**src/rtl/sum_acc_pkg.sv**
```systemverilog
// Shared mode encodings and width helper for the sum_accumulator slice.
// Imported by the top and by the adder sub-module.
package sum_acc_pkg;

  localparam logic [1:0] MODE_ADD_WRAP = 2'b00;
  localparam logic [1:0] MODE_ADD_SAT  = 2'b01;
  localparam logic [1:0] MODE_ACCUM    = 2'b10;
  localparam logic [1:0] MODE_CLEAR    = 2'b11;

  // Bits needed to hold a beat count from 0 up to len inclusive.
  function automatic int clog2_len(input int len);
    return $clog2(len + 1);
  endfunction

endpackage

```
**src/rtl/sum_accumulator_sat_add.sv**
```systemverilog
// Three-operand unsigned adder with optional saturation to 2^W-1.
// Serves both the plain two-operand ADD path (c_i = 0) and the ACCUM path.
module sat_add #(
  parameter int W = 8
) (
  input  logic [W-1:0] a_i,
  input  logic [W-1:0] b_i,
  input  logic [W-1:0] c_i,
  input  logic         sat_en_i,
  output logic [W-1:0] y_o,
  output logic         ovf_o,
  output logic         carry_o
);

  localparam logic [W+1:0] MAX_VAL = {2'b00, {W{1'b1}}};

  logic [W+1:0] sum;

  // W+2 bits cover the worst case of three full-scale operands.
  always_comb begin
    sum     = {2'b00, a_i} + {2'b00, b_i} + {2'b00, c_i};
    ovf_o   = (sum > MAX_VAL);
    carry_o = sum[W];
    y_o     = (sat_en_i && ovf_o) ? MAX_VAL[W-1:0] : sum[W-1:0];
  end

endmodule

```
**src/rtl/sum_accumulator.sv**
```systemverilog
// Wrap/saturate adder and windowed accumulator behind a single registered
// valid/ready output stage.
module sum_accumulator
  import sum_acc_pkg::*;
#(
  parameter  int W       = 8,
  parameter  int ACC_LEN = 4,
  localparam int CW      = clog2_len(ACC_LEN)
) (
  input  logic          clk,
  input  logic          rst,
  input  logic [W-1:0]  a_i,
  input  logic [W-1:0]  b_i,
  input  logic [1:0]    mode_i,
  input  logic          in_valid,
  output logic          in_ready,
  output logic [W-1:0]  y_o,
  output logic          flag_o,
  output logic          out_valid,
  input  logic          out_ready,
  output logic [CW-1:0] acc_cnt_o
);

  localparam logic [CW-1:0] LAST_BEAT = CW'(ACC_LEN - 1);

  logic [W-1:0]  y_q, y_d;
  logic          flag_q, flag_d;
  logic          valid_q, valid_d;
  logic [W-1:0]  acc_q, acc_d;
  logic [CW-1:0] cnt_q, cnt_d;
  logic          sticky_q, sticky_d;

  logic          accept;
  logic          sticky_nxt;
  logic [W-1:0]  add_c;
  logic          add_sat_en;
  logic [W-1:0]  add_y;
  logic          add_ovf;
  logic          add_carry;

  assign in_ready = !valid_q || out_ready;
  assign accept   = in_valid && in_ready;

  assign add_c      = (mode_i == MODE_ACCUM) ? acc_q : '0;
  assign add_sat_en = (mode_i != MODE_ADD_WRAP);
  assign sticky_nxt = sticky_q | add_ovf;

  sat_add #(.W(W)) u_sat_add (
    .a_i      (a_i),
    .b_i      (b_i),
    .c_i      (add_c),
    .sat_en_i (add_sat_en),
    .y_o      (add_y),
    .ovf_o    (add_ovf),
    .carry_o  (add_carry)
  );

  always_comb begin
    y_d      = y_q;
    flag_d   = flag_q;
    valid_d  = valid_q && !out_ready;
    acc_d    = acc_q;
    cnt_d    = cnt_q;
    sticky_d = sticky_q;

    if (accept) begin
      case (mode_i)
        MODE_ADD_WRAP: begin
          y_d     = add_y;
          flag_d  = add_carry;
          valid_d = 1'b1;
        end
        MODE_ADD_SAT: begin
          y_d     = add_y;
          flag_d  = add_ovf;
          valid_d = 1'b1;
        end
        MODE_ACCUM: begin
          if (cnt_q == LAST_BEAT) begin
            y_d      = add_y;
            flag_d   = sticky_nxt;
            valid_d  = 1'b1;
            acc_d    = '0;
            cnt_d    = '0;
            sticky_d = 1'b0;
          end else begin
            acc_d    = add_y;
            cnt_d    = cnt_q + CW'(1);
            sticky_d = sticky_nxt;
          end
        end
        default: begin
          acc_d    = '0;
          cnt_d    = '0;
          sticky_d = 1'b0;
        end
      endcase
    end
  end

  always_ff @(posedge clk or posedge rst) begin
    if (rst) begin
      y_q      <= '0;
      flag_q   <= 1'b0;
      valid_q  <= 1'b0;
      acc_q    <= '0;
      cnt_q    <= '0;
      sticky_q <= 1'b0;
    end else begin
      y_q      <= y_d;
      flag_q   <= flag_d;
      valid_q  <= valid_d;
      acc_q    <= acc_d;
      cnt_q    <= cnt_d;
      sticky_q <= sticky_d;
    end
  end

  assign y_o       = y_q;
  assign flag_o    = flag_q;
  assign out_valid = valid_q;
  assign acc_cnt_o = cnt_q;

endmodule

```
**config.mk**
```make
export PLATFORM = sky130hd
export DESIGN_NAME = sum_accumulator
export DESIGN_NICKNAME = d
export VERILOG_FILES = /design/src/rtl/sum_acc_pkg.sv /design/src/rtl/sum_accumulator_sat_add.sv /design/src/rtl/sum_accumulator.sv
export SDC_FILE = /design/constraint.sdc
export NUM_CORES = 1
export LEC_CHECK = 0
export CORE_MARGIN = 1.5
export CORE_UTILIZATION = 40
export CTS_CLUSTER_SIZE = 14
export DETAILED_ROUTE_END_ITERATION = 12
export DONT_BUFFER_PORTS = 1
export PLACE_DENSITY_LB_ADDON = 0.25
export SKIP_CTS_REPAIR_TIMING = 1
export SLEW_MARGIN = 5
export SYNTH_ARGS = -nofsm -noshare
export SYNTH_HDL_FRONTEND = slang
export SYNTH_SLANG_ARGS = --single-unit
```
**constraint.sdc**
```tcl
create_clock -name clk -period 2.3 [get_ports clk]
set_input_delay 0.345 -clock clk [delete_from_list [all_inputs] [get_ports clk]]
set_output_delay 0.345 -clock clk [all_outputs]
set_load 0.01 [all_outputs]
```
; ---- Yosys cells after proc, flatten, opt, wreduce, memory -nomap -nowiden
; Cells that the tools add are included.
[classes]
bitwise_logic = 2
n_mux = 15
reduce_logical = 14
order_cmp = 1
eq_ne = 4
n_addsub = 3
[op_table]
columns = cell, count
row1 = $mux W8, 4
row2 = $pmux W8 S2, 2
row3 = $add A10 B8 Y10, 1
row4 = $gt A10 B8 Y1 const B, 1
row5 = $add A8 B8 Y9, 1
row6 = $pmux W3 S2, 1
row7 = $reduce_and A3 Y1, 2
row8 = $mux W1, 4
row9 = $pmux W1 S2, 2
row10 = $reduce_bool A2 Y1, 2
row11 = $add A3 B1 Y3 const B, 1
row12 = $eq A3 B2 Y1 const B, 1
row13 = $logic_and A1 B1 Y1, 3
row14 = $mux W3, 1
row15 = $pmux W1 S3, 1
row16 = $reduce_bool A3 Y1, 1
row17 = $eq A2 B1 Y1 const B, 1
row18 = $eq A2 B2 Y1 const B, 1
row19 = $logic_not A1 Y1, 2
row20 = $logic_not A2 Y1, 1
row21 = $ne A2 B1 Y1 const B, 1
row22 = $reduce_and A2 Y1, 1
row23 = $reduce_or A2 Y1, 1
row24 = $logic_or A1 B1 Y1, 1
row25 = 2 further kinds, 2
[totals]
ff_bits = 22
word_cells = 45

; ---- Longest topological paths before layout
; Gate-level depths: netlist (run 1).
[logic_depth]
ltp_word = 8
mapped_depth = 15
depth_no_buf = 15

; ---- By module
; Synthesis (run 1) repeated with hierarchy kept, for this count alone.
[unflattened]
cells_unflattened = 167
hier_area_um2 = 1757.9
[modules_own_cells]
columns = mod, cells_per_inst, n_inst, area_per_inst_um2, seq_area_each_um2
row1 = sum_accumulator, 94, 1, 1119.8, 550.5
row2 = sat_add, 73, 1, 638.1, 0.0

; ---- Worst setup path before layout (run 1)
; OpenSTA, ideal clock, no wires.
[synth_timing]
kind = in2reg
start = input port a_i[0]
end = register acc_q[7]
path_stages = 15
setup_slack_ns = -0.706
setup_ns = 0.127
arrival_time_ns = 2.879
path_cell_list = ha_1 -> inv_1 -> fa_1 -> nand2b_1 -> a21oi_1 -> nand3_1 -> nand2_1 -> xor2_1 -> ha_1 -> o21ai_0 -> or2b_2 -> o41ai_4 -> nand2_2 -> a2111oi_2 -> o21ai_1
[synth_via]
elab_chain_len = 7
[synth_lines]
columns = element, line_no
row1 = "start, declared", sum_accumulator.sv:12  ; input logic [W-1:0] a_i,
row2 = $add A8 B8 Y9 (*), sum_accumulator_sat_add.sv:21  ; sum = {2'b00, a_i} + {2'b00, b_i} + {2'b00, c_i};
row3 = $add A10 B8 Y10 (*), sum_accumulator_sat_add.sv:21
row4 = $gt A10 B8 Y1, sum_accumulator_sat_add.sv:22  ; ovf_o = (sum > MAX_VAL);
row5 = $logic_and A1 B1 Y1, sum_accumulator_sat_add.sv:24  ; y_o = (sat_en_i && ovf_o) ? MAX_VAL[W-1:0] : sum[W-1:0];
row6 = $mux W8 (*), sum_accumulator_sat_add.sv:24
row7 = $mux W8 (*), sum_accumulator.sv:79  ; if (cnt_q == LAST_BEAT) begin
row8 = $pmux W8 S2 (*), sum_accumulator.sv:67  ; case (mode_i)
row9 = "end signal, assigned", sum_accumulator.sv:106  ; acc_q <= '0;
row10 = "end signal, assigned", sum_accumulator.sv:113  ; acc_q <= acc_d;
row11 = "end, declared", sum_accumulator.sv:29  ; logic [W-1:0] acc_q, acc_d;
; Mark *: on every way between the ends. The rest lies on a longest branch, timed or not.
; A chain may end at the register's enable or synchronous reset.

; ---- Final worst setup path (run 1)
[layout_timing]
start = input port a_i[0]
end = register y_q[6] (netlist: y_o[6])
[layout_via]
elab_chain_len = 7
[layout_lines]
columns = element, line_no
row1 = $add A8 B8 Y9 (*), sum_accumulator_sat_add.sv:21
row2 = $add A10 B8 Y10 (*), sum_accumulator_sat_add.sv:21
row3 = $gt A10 B8 Y1, sum_accumulator_sat_add.sv:22
row4 = $logic_and A1 B1 Y1, sum_accumulator_sat_add.sv:24
row5 = $mux W8 (*), sum_accumulator_sat_add.sv:24
row6 = $mux W8, sum_accumulator.sv:79
row7 = $pmux W8 S2 (*), sum_accumulator.sv:67
row8 = "end signal, assigned", sum_accumulator.sv:110  ; y_q <= y_d;
row9 = "end, declared", sum_accumulator.sv:26  ; logic [W-1:0] y_q, y_d;
; Mark *: on every way between the ends. The rest lies on a longest branch, timed or not. The select of a mux whose other input is x is not followed.

==> results of run 1 <==
per-layer routing:
layer	wire length [um]	part of all wire [%]
met1	1800	49
met2	1790	48
met3	92	2.5
met4	22	0.59
met5	0	0
critical path, cell delays in order:
cell      delay (ns)
ha_4            0.12
inv_2           0.03
fa_2            0.33
nand2b_4        0.15
a21oi_4         0.14
nand3_2         0.09
nand2_2         0.08
xor2_2          0.15
ha_1            0.27
o21ai_1         0.13
or2b_4          0.28
o41ai_4         0.07
nand2_2         0.13
buf_6           0.16
nand3_4         0.11
o211ai_1        0.10
registers in the layout, indices dropped and copies added (netlist names):
register,flops
acc_q,8
out_valid,1
sticky_q,1
y_o,8
acc_cnt_o,3
flag_o,1
per-stage QoR:
step | setup TNS [ns] | power, W | setup slack, ns
2_1_floorplan | -7.68 | 0.000906 | -0.568
3_3_place_gp | -9.64 | 0.00107 | -0.604
3_5_place_dp | -11.02 | 0.00108 | -0.700
4_1_cts | -6.30 | 0.00131 | -0.423
5_1_grt | -6.97 | 0.00141 | -0.435
6_report | -4.33 | 0.00132 | -0.260
kinds of logic (layout without fill, tap and decap cells):
| group | Yosys count | in the layout | share of synthesized area [%] |
|---|---|---|---|
| xor+xnor | 12 | 12 | 5.81 |
| mux | 1 | 1 | 0.553 |
| compound gates | 60 | 60 | 22.7 |
| simple gates | 65 | 65 | 19.2 |
| buf+inv | 15 | 44 | 3.18 |
| fa+ha+maj | 25 | 25 | 18.1 |
| flops | 22 | 22 | 30.4 |
cell usage after synthesis (2+ instances only):
| cell | count | share of area (%) |
|---|---|---|
| o211ai_1 | 7 | 2.9 |
| a21boi_0 | 3 | 1.2 |
| ha_1 | 23 | 16 |
| and2_1 | 7 | 2.4 |
| fa_1 | 2 | 2.2 |
| o41ai_1 | 2 | 0.97 |
| nand2b_1 | 4 | 1.4 |
| xor2_1 | 8 | 3.9 |
| a31oi_1 | 5 | 1.7 |
| a21o_1 | 4 | 1.7 |
| a21oi_1 | 18 | 5.0 |
| o21ai_1 | 4 | 1.1 |
| inv_1 | 11 | 2.3 |
| dfrtp_1 | 22 | 30 |
| clkbuf_1 | 2 | 0.42 |
| o21ai_0 | 8 | 2.2 |
| nor2_1 | 15 | 3.1 |
| xnor2_1 | 4 | 1.9 |
| nand3_1 | 4 | 1.1 |
| nand2_1 | 24 | 5.0 |
where the power goes:
part	switching [W]	internal [W]	leakage, nW	total [W]
sequential	0.0000747	0.000464	0.279	0.000539
combinational	0.000278	0.000276	0.776	0.000553
clock	0.000113	0.000116	0.0216	0.000230
area by class of cell:
cell class / count / area share (%)
Tap cell: 52 / 2.91
Inverter: 11 / 1.85
Sequential cell: 22 / 24.6
Timing Repair Buffer: 30 / 10.3
Multi-Input combinational cell: 163 / 58.5
Clock buffer: 3 / 1.85
worst paths after layout:
path | cells past startpoint | slack, ns | end | start
worst min register to register | 2 | 0.49 | acc_q[7]$_DFFE_PP0P_ | acc_q[7]$_DFFE_PP0P_
min in group clk | 3 | 0.35 | out_valid$_DFF_PP0_ | in_valid
worst max register to register | 10 | 0.04 | acc_q[5]$_DFFE_PP0P_ | acc_q[0]$_DFFE_PP0P_
worst max-delay path | 16 | -0.26 | y_o[6]$_DFFE_PP0P_ | a_i[0]
worst min-delay path | 1 | 0.13 | acc_q[7]$_DFFE_PP0P_ | rst
max in group asynchronous | 1 | 1.66 | y_o[2]$_DFFE_PP0P_ | rst
==> reports/metrics.cfg, run 1 <==
[global_routing]
met1_usage_pct = 20.7
grt_max_degree = 23
grt_first_pass_wirelength_um = 6330
use_met3_pct = 1.44
grt_usage_pct = 15.5
first_global_vias = 1428
grt_busiest_layer = met2
antenna_found_initial = 0
overflow = 0
grtUsageMet2_pct = 27.1

[final_layout]
multi_input_comb_area_um2 = 1310
syn_to_final_growth_pct = 23.4
final_cells = 281
seq_area_um2 = 551
final_core_util_pct = 51.3
drive_above_1_share_pct = 26.6
antenna_cells = 0
fin_area_um2 = 2230
final_nets = 278
final_cell_mix = buf_4 (29), nand2_1 (23), dfrtp_1 (22)
final.fill_count = 412
layout_commonest_cell = buf_4

[timing]
setup_violations = 18
fmax_mhz = 391
maxSlewHeadroom_pct = 45.7
rsz0062_at_grt = true
setup_slack_ns = -0.260
worst_pin_slew_ns = 0.813
min_period_ns = 2.56
maxSlewViolCount = 0
hold_violations = 0
min_period_over_period_pct = 111
finClkSkew_ns = 0.00112
holdWs_ns = 0.134

[cts]
clock_latency_ns = 0.25
numCtsBuffers = 3
cts_max_path_buffers = 2
cts_tree = yes
path_clk_slew_ns = 0.07
cts_root_buf = clkbuf_8
clock_sinks = 22
cts_max_level = 1

[logic_synthesis]
synth_edf_count = 0
syn_nets = 247
synth_ff_type = dfrtp_1
ys_seq_area_share_pct = 30.4
ys_seq_elements = 22
synth_cell_types = 43
netlist_instances = 200
synthArstFlopShare_pct = 100
synth_area_per_cell_um2 = 9.05
yosys_warnings = 0
syn_area_um2 = 1810

[drt]
drt-total-wl_um = 3710
viasPerCell = 5.18
drtIter0Drc = 101
route.detailed.drc = 0
wl_per_cell_um = 13.2
ant_nets = 0
drt-pass1-iter-count = 4
via_count = 1455

[place]
place_area_um2 = 2140
io_buffers = 0
dpl.hpwl_um = 3140
place_congestion = 0.801
placedCellCount = 276

[die]
die_h_um = 70.3
die_x_um = 70.3
dieArea_um2 = 4940
start_util_pct = 41.6
pin_count = 36
core-area_um2 = 4350
rows = 24

[worst_hold_path]
hp-class = in2async

[critical_path]
cp_max_fo = 8
worstSetupEndpointType = register
worstPathRequired_ns = 2.43
startpoint_type = primary input
worstPathArrival_ns = 2.69
worstSetupPathType = in2reg

[outcome]
status = complete, but fails checks
violations = setup timing

[flow_run]
cap_violations = 0

[pwr]
power_density_nw_per_um2 = 592
p_leak_nw = 1.08
irDropWorstVdd_uv = 236

Note: power is estimated with default switching activity, not from simulation.
==> inputs of run 2 (changes only) <==
--- a/config.mk
+++ b/config.mk
@@ -11,6 +11,7 @@
 export DETAILED_ROUTE_END_ITERATION = 12
 export DONT_BUFFER_PORTS = 1
 export PLACE_DENSITY_LB_ADDON = 0.25
+export REMOVE_ABC_BUFFERS = 1
 export SKIP_CTS_REPAIR_TIMING = 1
 export SLEW_MARGIN = 5
 export SYNTH_ARGS = -nofsm -noshare
==> reports/metrics.cfg, run 2 (synthesis gave the netlist of run 1 again) <==
[drt]
viasPerCell = 5.33  ; was 5.18
drtIter0Drc = 76  ; was 101
ant_nets = 0  ; unchanged
route.detailed.drc = 0  ; unchanged
drt-total-wl_um = 3970  ; was 3710 um
drt-pass1-iter-count = 4  ; unchanged
via_count = 1520  ; was 1455
wl_per_cell_um = 13.9  ; was 13.2 um

[pwr]
report.power.total_w = 0.00150  ; was 0.00132 W
p_leak_nw = 1.11  ; was 1.08 nW
power_density_nw_per_um2 = 644  ; was 592 nW/um2
irDropWorstVdd_uv = 518  ; was 236 uV

[final_layout]
syn_to_final_growth_pct = 28.8  ; was 23.4%
final.fill_count = 409  ; was 412
layout_commonest_cell = buf_4  ; unchanged
final_cell_mix = buf_4 (33), nand2_1 (23), dfrtp_1 (22)  ; was buf_4 (29), nand2_1 (23), dfrtp_1 (22)
antenna_cells = 0  ; unchanged
final_nets = 281  ; was 278
drive_above_1_share_pct = 29.2  ; was 26.6%
final_cells = 285  ; was 281

[die]
dieArea_um2 = 4940  ; unchanged
pin_count = 36  ; unchanged
start_util_pct = 41.6  ; unchanged
rows = 24  ; unchanged
die_x_um = 70.3  ; unchanged
die_h_um = 70.3  ; unchanged
core-area_um2 = 4350  ; unchanged

[timing]
hold_violations = 0  ; unchanged
setup_slack_ns = -0.348  ; was -0.260 ns
finClkSkew_ns = 0.00275  ; was 0.00112 ns
rsz0062_at_grt = true  ; unchanged
fmax_mhz = 378  ; was 391 MHz
worst_pin_slew_ns = 0.847  ; was 0.813 ns
min_period_over_period_pct = 115  ; was 111%
setup_violations = 18  ; unchanged
maxSlewHeadroom_pct = 43.5  ; was 45.7%
maxSlewViolCount = 0  ; unchanged
min_period_ns = 2.65  ; was 2.56 ns

[critical_path]
path_common_cell = ha_1  ; was nand2_2
crit_buf_inv = 0  ; was 2
timing.rr.start = acc_q[0]$_DFFE_PP0P_  ; unchanged
cp_cell_sequence = ha_1 > a21o_1 > a21oi_2 > o21ai_2 > nor2_1 > xnor2_1 > ha_1 > a21o_2 > o41ai_4 > nand2_2 > nand2_4 > a31oi_4  ; was ha_4 > inv_2 > fa_2 > nand2b_4 > a21oi_4 > nand3_2 > nand2_2 > xor2_2 > ha_1 > o21ai_1 > or2b_4 > o41ai_4 > nand2_2 > buf_6 > nand3_4 > o211ai_1
r2r-end = acc_q[4]$_DFFE_PP0P_  ; was acc_q[5]$_DFFE_PP0P_
cpLargestDelayFamily = compound AO/OA/AOI/OAI gates  ; was simple AND/OR/NAND/NOR gates
reg2reg_depth = 10  ; unchanged
startpoint_type = primary input  ; unchanged
slowest_delay_ns = 0.39  ; was 0.33 ns
worstPathRequired_ns = 2.42  ; was 2.43 ns
cp.depth = 12  ; was 16
worstPathArrival_ns = 2.77  ; was 2.69 ns
cp_max_fo = 7  ; was 8
reg2reg_slack_ns = 0  ; was 0.04 ns
critPathSlowestCell = o41ai_4  ; was fa_2
worstSetupPathType = in2reg  ; unchanged
worstSetupEndpointType = register  ; unchanged
endpoint = acc_q[4]$_DFFE_PP0P_  ; was y_o[6]$_DFFE_PP0P_
worstSetupStartpoint = a_i[1]  ; was a_i[0]

[place]
dp_slack_ns = -0.829  ; was -0.700 ns
place_congestion = 0.740  ; was 0.801
dpl.hpwl_um = 3090  ; was 3140 um
io_buffers = 0  ; unchanged
placedCellCount = 279  ; was 276

[global_routing]
grtUsageMet2_pct = 28.0  ; was 27.1%
grt_max_degree = 23  ; unchanged
use_met3_pct = 3.90  ; was 1.44%
overflow = 0  ; unchanged
met1_usage_pct = 23.0  ; was 20.7%
grt_first_pass_wirelength_um = 6840  ; was 6330 um
antenna_found_initial = 0  ; unchanged
grt_usage_pct = 16.8  ; was 15.5%
grt_busiest_layer = met2  ; unchanged
first_global_vias = 1501  ; was 1428

[cts]
path_clk_slew_ns = 0.08  ; was 0.07 ns
cts_root_buf = clkbuf_8  ; unchanged
cts_tree = yes  ; unchanged
cts_max_level = 1  ; unchanged
clock_sinks = 22  ; unchanged
cts_max_path_buffers = 2  ; unchanged
clock_latency_ns = 0.26  ; was 0.25 ns
numCtsBuffers = 3  ; unchanged

[outcome]
violations = setup timing  ; unchanged
status = complete, but fails checks  ; unchanged

[flow_run]
cap_violations = 0  ; unchanged

[worst_hold_path]
hp-class = in2async  ; unchanged

==> run 2: final cells by class <==
class | count | area (um2) | share of cell area [%]
clock buffers | 3 | 41.3 | 1.77
inverters | 11 | 41.3 | 1.77
repair buffers | 33 | 248 | 10.6
well taps | 52 | 65.1 | 2.79
multi-input cells | 163 | 1350 | 58.1
clock inverters | 1 | 30.0 | 1.29
flip-flops and latches | 22 | 551 | 23.6
==> run 2: layer usage <==
layer,share of wire [%],vias to the layer above
met1,46,725
met5,0,-
met2,50,24
met3,3.3,2
met4,0.43,0
li1,-,769
==> run 2: how the worst min path moves through the flow <==
stage          startpoint                        to  slack (ns)
2_1_floorplan         rst  acc_cnt_o[0]$_DFFE_PP0P_        0.33
3_3_place_gp          rst        y_o[2]$_DFFE_PP0P_        0.45
3_5_place_dp          rst        y_o[3]$_DFFE_PP0P_        0.45
4_1_cts               rst        y_o[3]$_DFFE_PP0P_        0.16
5_1_grt               rst  acc_cnt_o[1]$_DFFE_PP0P_        0.21
6_report              rst        y_o[3]$_DFFE_PP0P_        0.13
==> run 2: report_power, final <==
group | leakage, nW | internal [W] | total [W] | switching (W)
combinational | 0.793 | 0.000289 | 0.000598 | 0.000308
sequential | 0.279 | 0.000464 | 0.000539 | 0.0000750
clock | 0.0357 | 0.000233 | 0.000364 | 0.000132
==> run 2: stage by stage <==
stage | utilization [%] | TNS, ns | hold WS [ns] | cell area [um2]
2_1_floorplan | - | -11.42 | 0.334 | 1790
3_3_place_gp | 48.0 | -12.98 | 0.451 | 2090
3_5_place_dp | 48.0 | -13.45 | 0.453 | 2090
4_1_cts | 49.7 | -8.88 | 0.161 | 2160
5_1_grt | 53.5 | -7.57 | 0.206 | 2330
6_report | 53.5 | -5.38 | 0.131 | 2330
==> inputs of run 3 (changes only) <==
--- a/config.mk
+++ b/config.mk
@@ -13,6 +13,7 @@
 export PLACE_DENSITY_LB_ADDON = 0.25
 export REMOVE_ABC_BUFFERS = 1
 export SKIP_CTS_REPAIR_TIMING = 1
+export SKIP_LAST_GASP = 1
 export SLEW_MARGIN = 5
 export SYNTH_ARGS = -nofsm -noshare
 export SYNTH_HDL_FRONTEND = slang
==> constraint.sdc (replaced) <==
create_clock -name clk -period 2.3 [get_ports clk]
set_input_delay 0.345 -clock clk [delete_from_list [all_inputs] [get_ports clk]]
set_output_delay 0.345 -clock clk [all_outputs]
set_load 0.005 [all_outputs]
==> reports/metrics.cfg, run 3 (synthesis gave the netlist of run 1 again) <==
[outcome]
status = complete, but fails checks  ; unchanged
violations = setup timing  ; unchanged

[cts]
cts_max_level = 1  ; unchanged
clock_sinks = 22  ; unchanged
cts_tree = yes  ; unchanged
numCtsBuffers = 3  ; unchanged
clock_latency_ns = 0.26  ; about the same
cts_root_buf = clkbuf_8  ; unchanged
cts_max_path_buffers = 2  ; unchanged
path_clk_slew_ns = 0.08  ; about the same

[global_routing]
overflow = 0  ; unchanged
antenna_found_initial = 0  ; unchanged
grt_max_degree = 23  ; unchanged
grt_first_pass_wirelength_um = 6540  ; was 6840 um
grt_usage_pct = 16.2  ; was 16.8%
first_global_vias = 1429  ; was 1501

[final_layout]
final_cells = 283  ; was 285
final.fill_count = 405  ; was 409
drive_above_1_share_pct = 27.7  ; was 29.2%
multi_input_comb_area_um2 = 1330  ; was 1350 um2
final_cell_mix = buf_4 (31), nand2_1 (23), dfrtp_1 (22)  ; was buf_4 (33), nand2_1 (23), dfrtp_1 (22)
syn_to_final_growth_pct = 25.7  ; was 28.8%
antenna_cells = 0  ; unchanged
final_core_util_pct = 52.2  ; was 53.5%
final_nets = 279  ; was 281
layout_commonest_cell = buf_4  ; unchanged
seq_area_um2 = 551  ; unchanged

[critical_path]
reg2reg_depth = 10  ; unchanged
timing.rr.start = acc_q[0]$_DFFE_PP0P_  ; unchanged
cp_max_fo = 7  ; unchanged
worstPathRequired_ns = 2.43  ; was 2.42 ns
reg2reg_slack_ns = 0.01  ; was 0 ns
startpoint_type = primary input  ; unchanged
worstSetupPathType = in2reg  ; unchanged
worstSetupEndpointType = register  ; unchanged
worstPathArrival_ns = 2.75  ; was 2.77 ns
r2r-end = acc_q[6]$_DFFE_PP0P_  ; was acc_q[4]$_DFFE_PP0P_

[timing]
worst_pin_slew_ns = 0.827  ; was 0.847 ns
hold_violations = 0  ; unchanged
setup_violations = 18  ; unchanged
maxSlewViolCount = 0  ; unchanged
finClkSkew_ns = 0.00130  ; was 0.00275 ns
maxSlewHeadroom_pct = 44.8  ; was 43.5%
fmax_mhz = 381  ; was 378 MHz
setup_slack_ns = -0.328  ; was -0.348 ns
min_period_ns = 2.63  ; was 2.65 ns
min_period_over_period_pct = 114  ; was 115%
rsz0062_at_grt = true  ; unchanged

[drt]
wl_per_cell_um = 13.6  ; was 13.9 um
viasPerCell = 5.30  ; was 5.33
drt-total-wl_um = 3850  ; was 3970 um
drt-pass1-iter-count = 4  ; unchanged
via_count = 1500  ; was 1520
route.detailed.drc = 0  ; unchanged
drtIter0Drc = 47  ; was 76
ant_nets = 0  ; unchanged

[pwr]
p_leak_nw = 1.09  ; was 1.11 nW
seqPwrFrac_pct = 38.1  ; was 35.9%
power.internal_w = 0.000889  ; was 0.000986 W
p_comb_share_pct = 41.3  ; was 39.8%
p_sw_w = 0.000471  ; was 0.000515 W
power_density_nw_per_um2 = 598  ; was 644 nW/um2
irDropWorstVdd_uv = 370  ; was 518 uV
switching_share_pct = 34.6  ; was 34.3%
pwr-share-clk_pct = 20.6  ; was 24.3%

[die]
rows = 24  ; unchanged
die_h_um = 70.3  ; unchanged
die_x_um = 70.3  ; unchanged
pin_count = 36  ; unchanged
core-area_um2 = 4350  ; unchanged
dieArea_um2 = 4940  ; unchanged
start_util_pct = 41.6  ; unchanged

[flow_run]
cap_violations = 0  ; unchanged

[place]
dpl.hpwl_um = 3030  ; was 3090 um
place_congestion = 0.740  ; about the same
placedCellCount = 279  ; unchanged
io_buffers = 0  ; unchanged

[worst_hold_path]
hp-class = in2async  ; unchanged

==> run 3: changes by cell type in the layout (fill, tap and decap cells not counted) <==
cell / change
o21ai_1: -1
xor2_1: +1
xor2_2: -1
nand3_2: -1
bufinv_16: -1
a31oi_4: -1
a31oi_1: +1
nand3_1: +1
buf_4: -2
clkbuf_8: +1
o21ai_2: +1
==> run 3: critical path, cell delays in order <==
cell and delay (ns):
ha_4 0.11, inv_2 0.03, fa_2 0.35, nand2b_4 0.15, a21oi_4 0.16, buf_4 0.13
xor2_1 0.17, ha_1 0.29, o211ai_2 0.08, a21oi_2 0.08, o41ai_4 0.35, nand2_2 0.20
nand2_4 0.19, a31oi_1 0.10
==> run 3: worst max path at each step <==
stage | startpoint | end | slack (ns)
after floorplan | a_i[0] | acc_q[7]$_DFFE_PP0P_ | -0.71
after global placement | a_i[0] | acc_q[7]$_DFFE_PP0P_ | -0.78
after detailed placement | a_i[1] | acc_q[7]$_DFFE_PP0P_ | -0.83
after CTS | a_i[1] | acc_q[7]$_DFFE_PP0P_ | -0.55
after global routing | a_i[0] | acc_q[7]$_DFFE_PP0P_ | -0.50
final | a_i[0] | acc_q[6]$_DFFE_PP0P_ | -0.33
==> run 3: stage by stage <==
step / hold WS, ns / setup slack, ns / area (um2) / power (W) / setup TNS [ns]
2_1_floorplan: 0.334 / -0.706 / 1790 / 0.000856 / -11.42
3_3_place_gp: 0.451 / -0.775 / 2090 / 0.00103 / -12.98
3_5_place_dp: 0.456 / -0.829 / 2090 / 0.00103 / -13.56
4_1_cts: 0.168 / -0.547 / 2150 / 0.00131 / -8.72
5_1_grt: 0.203 / -0.495 / 2270 / 0.00146 / -8.38
6_report: 0.126 / -0.328 / 2270 / 0.00136 / -5.41
==> run 3: power groups by stage <==
stage	clock [W]	sequential (W)	combinational, W
after detailed placement	0	0.000526	0.000508
after global routing	0.000301	0.000530	0.000632
after floorplan	0	0.000512	0.000345
final	0.000280	0.000518	0.000562
after CTS	0.000283	0.000520	0.000510
after global placement	0	0.000525	0.000501
==> run 3: per-layer routing <==
| metal | part of all wire (%) | track usage [%] | vias up |
|---|---|---|---|
| li1 | - | - | 770 |
| met1 | 47 | 23.3 | 706 |
| met2 | 49 | 26.1 | 20 |
| met3 | 3.6 | 3.46 | 4 |
| met4 | 0.70 | 1.28 | 0 |
| met5 | 0 | 0 | - |
==> run 3: cell type report <==
type	instances	share of cell area [%]
Multi-Input combinational cell	163	58.5
Sequential cell	22	24.2
Timing Repair Buffer	31	10.2
Tap cell	52	2.86
Clock buffer	4	2.42
Inverter	11	1.82
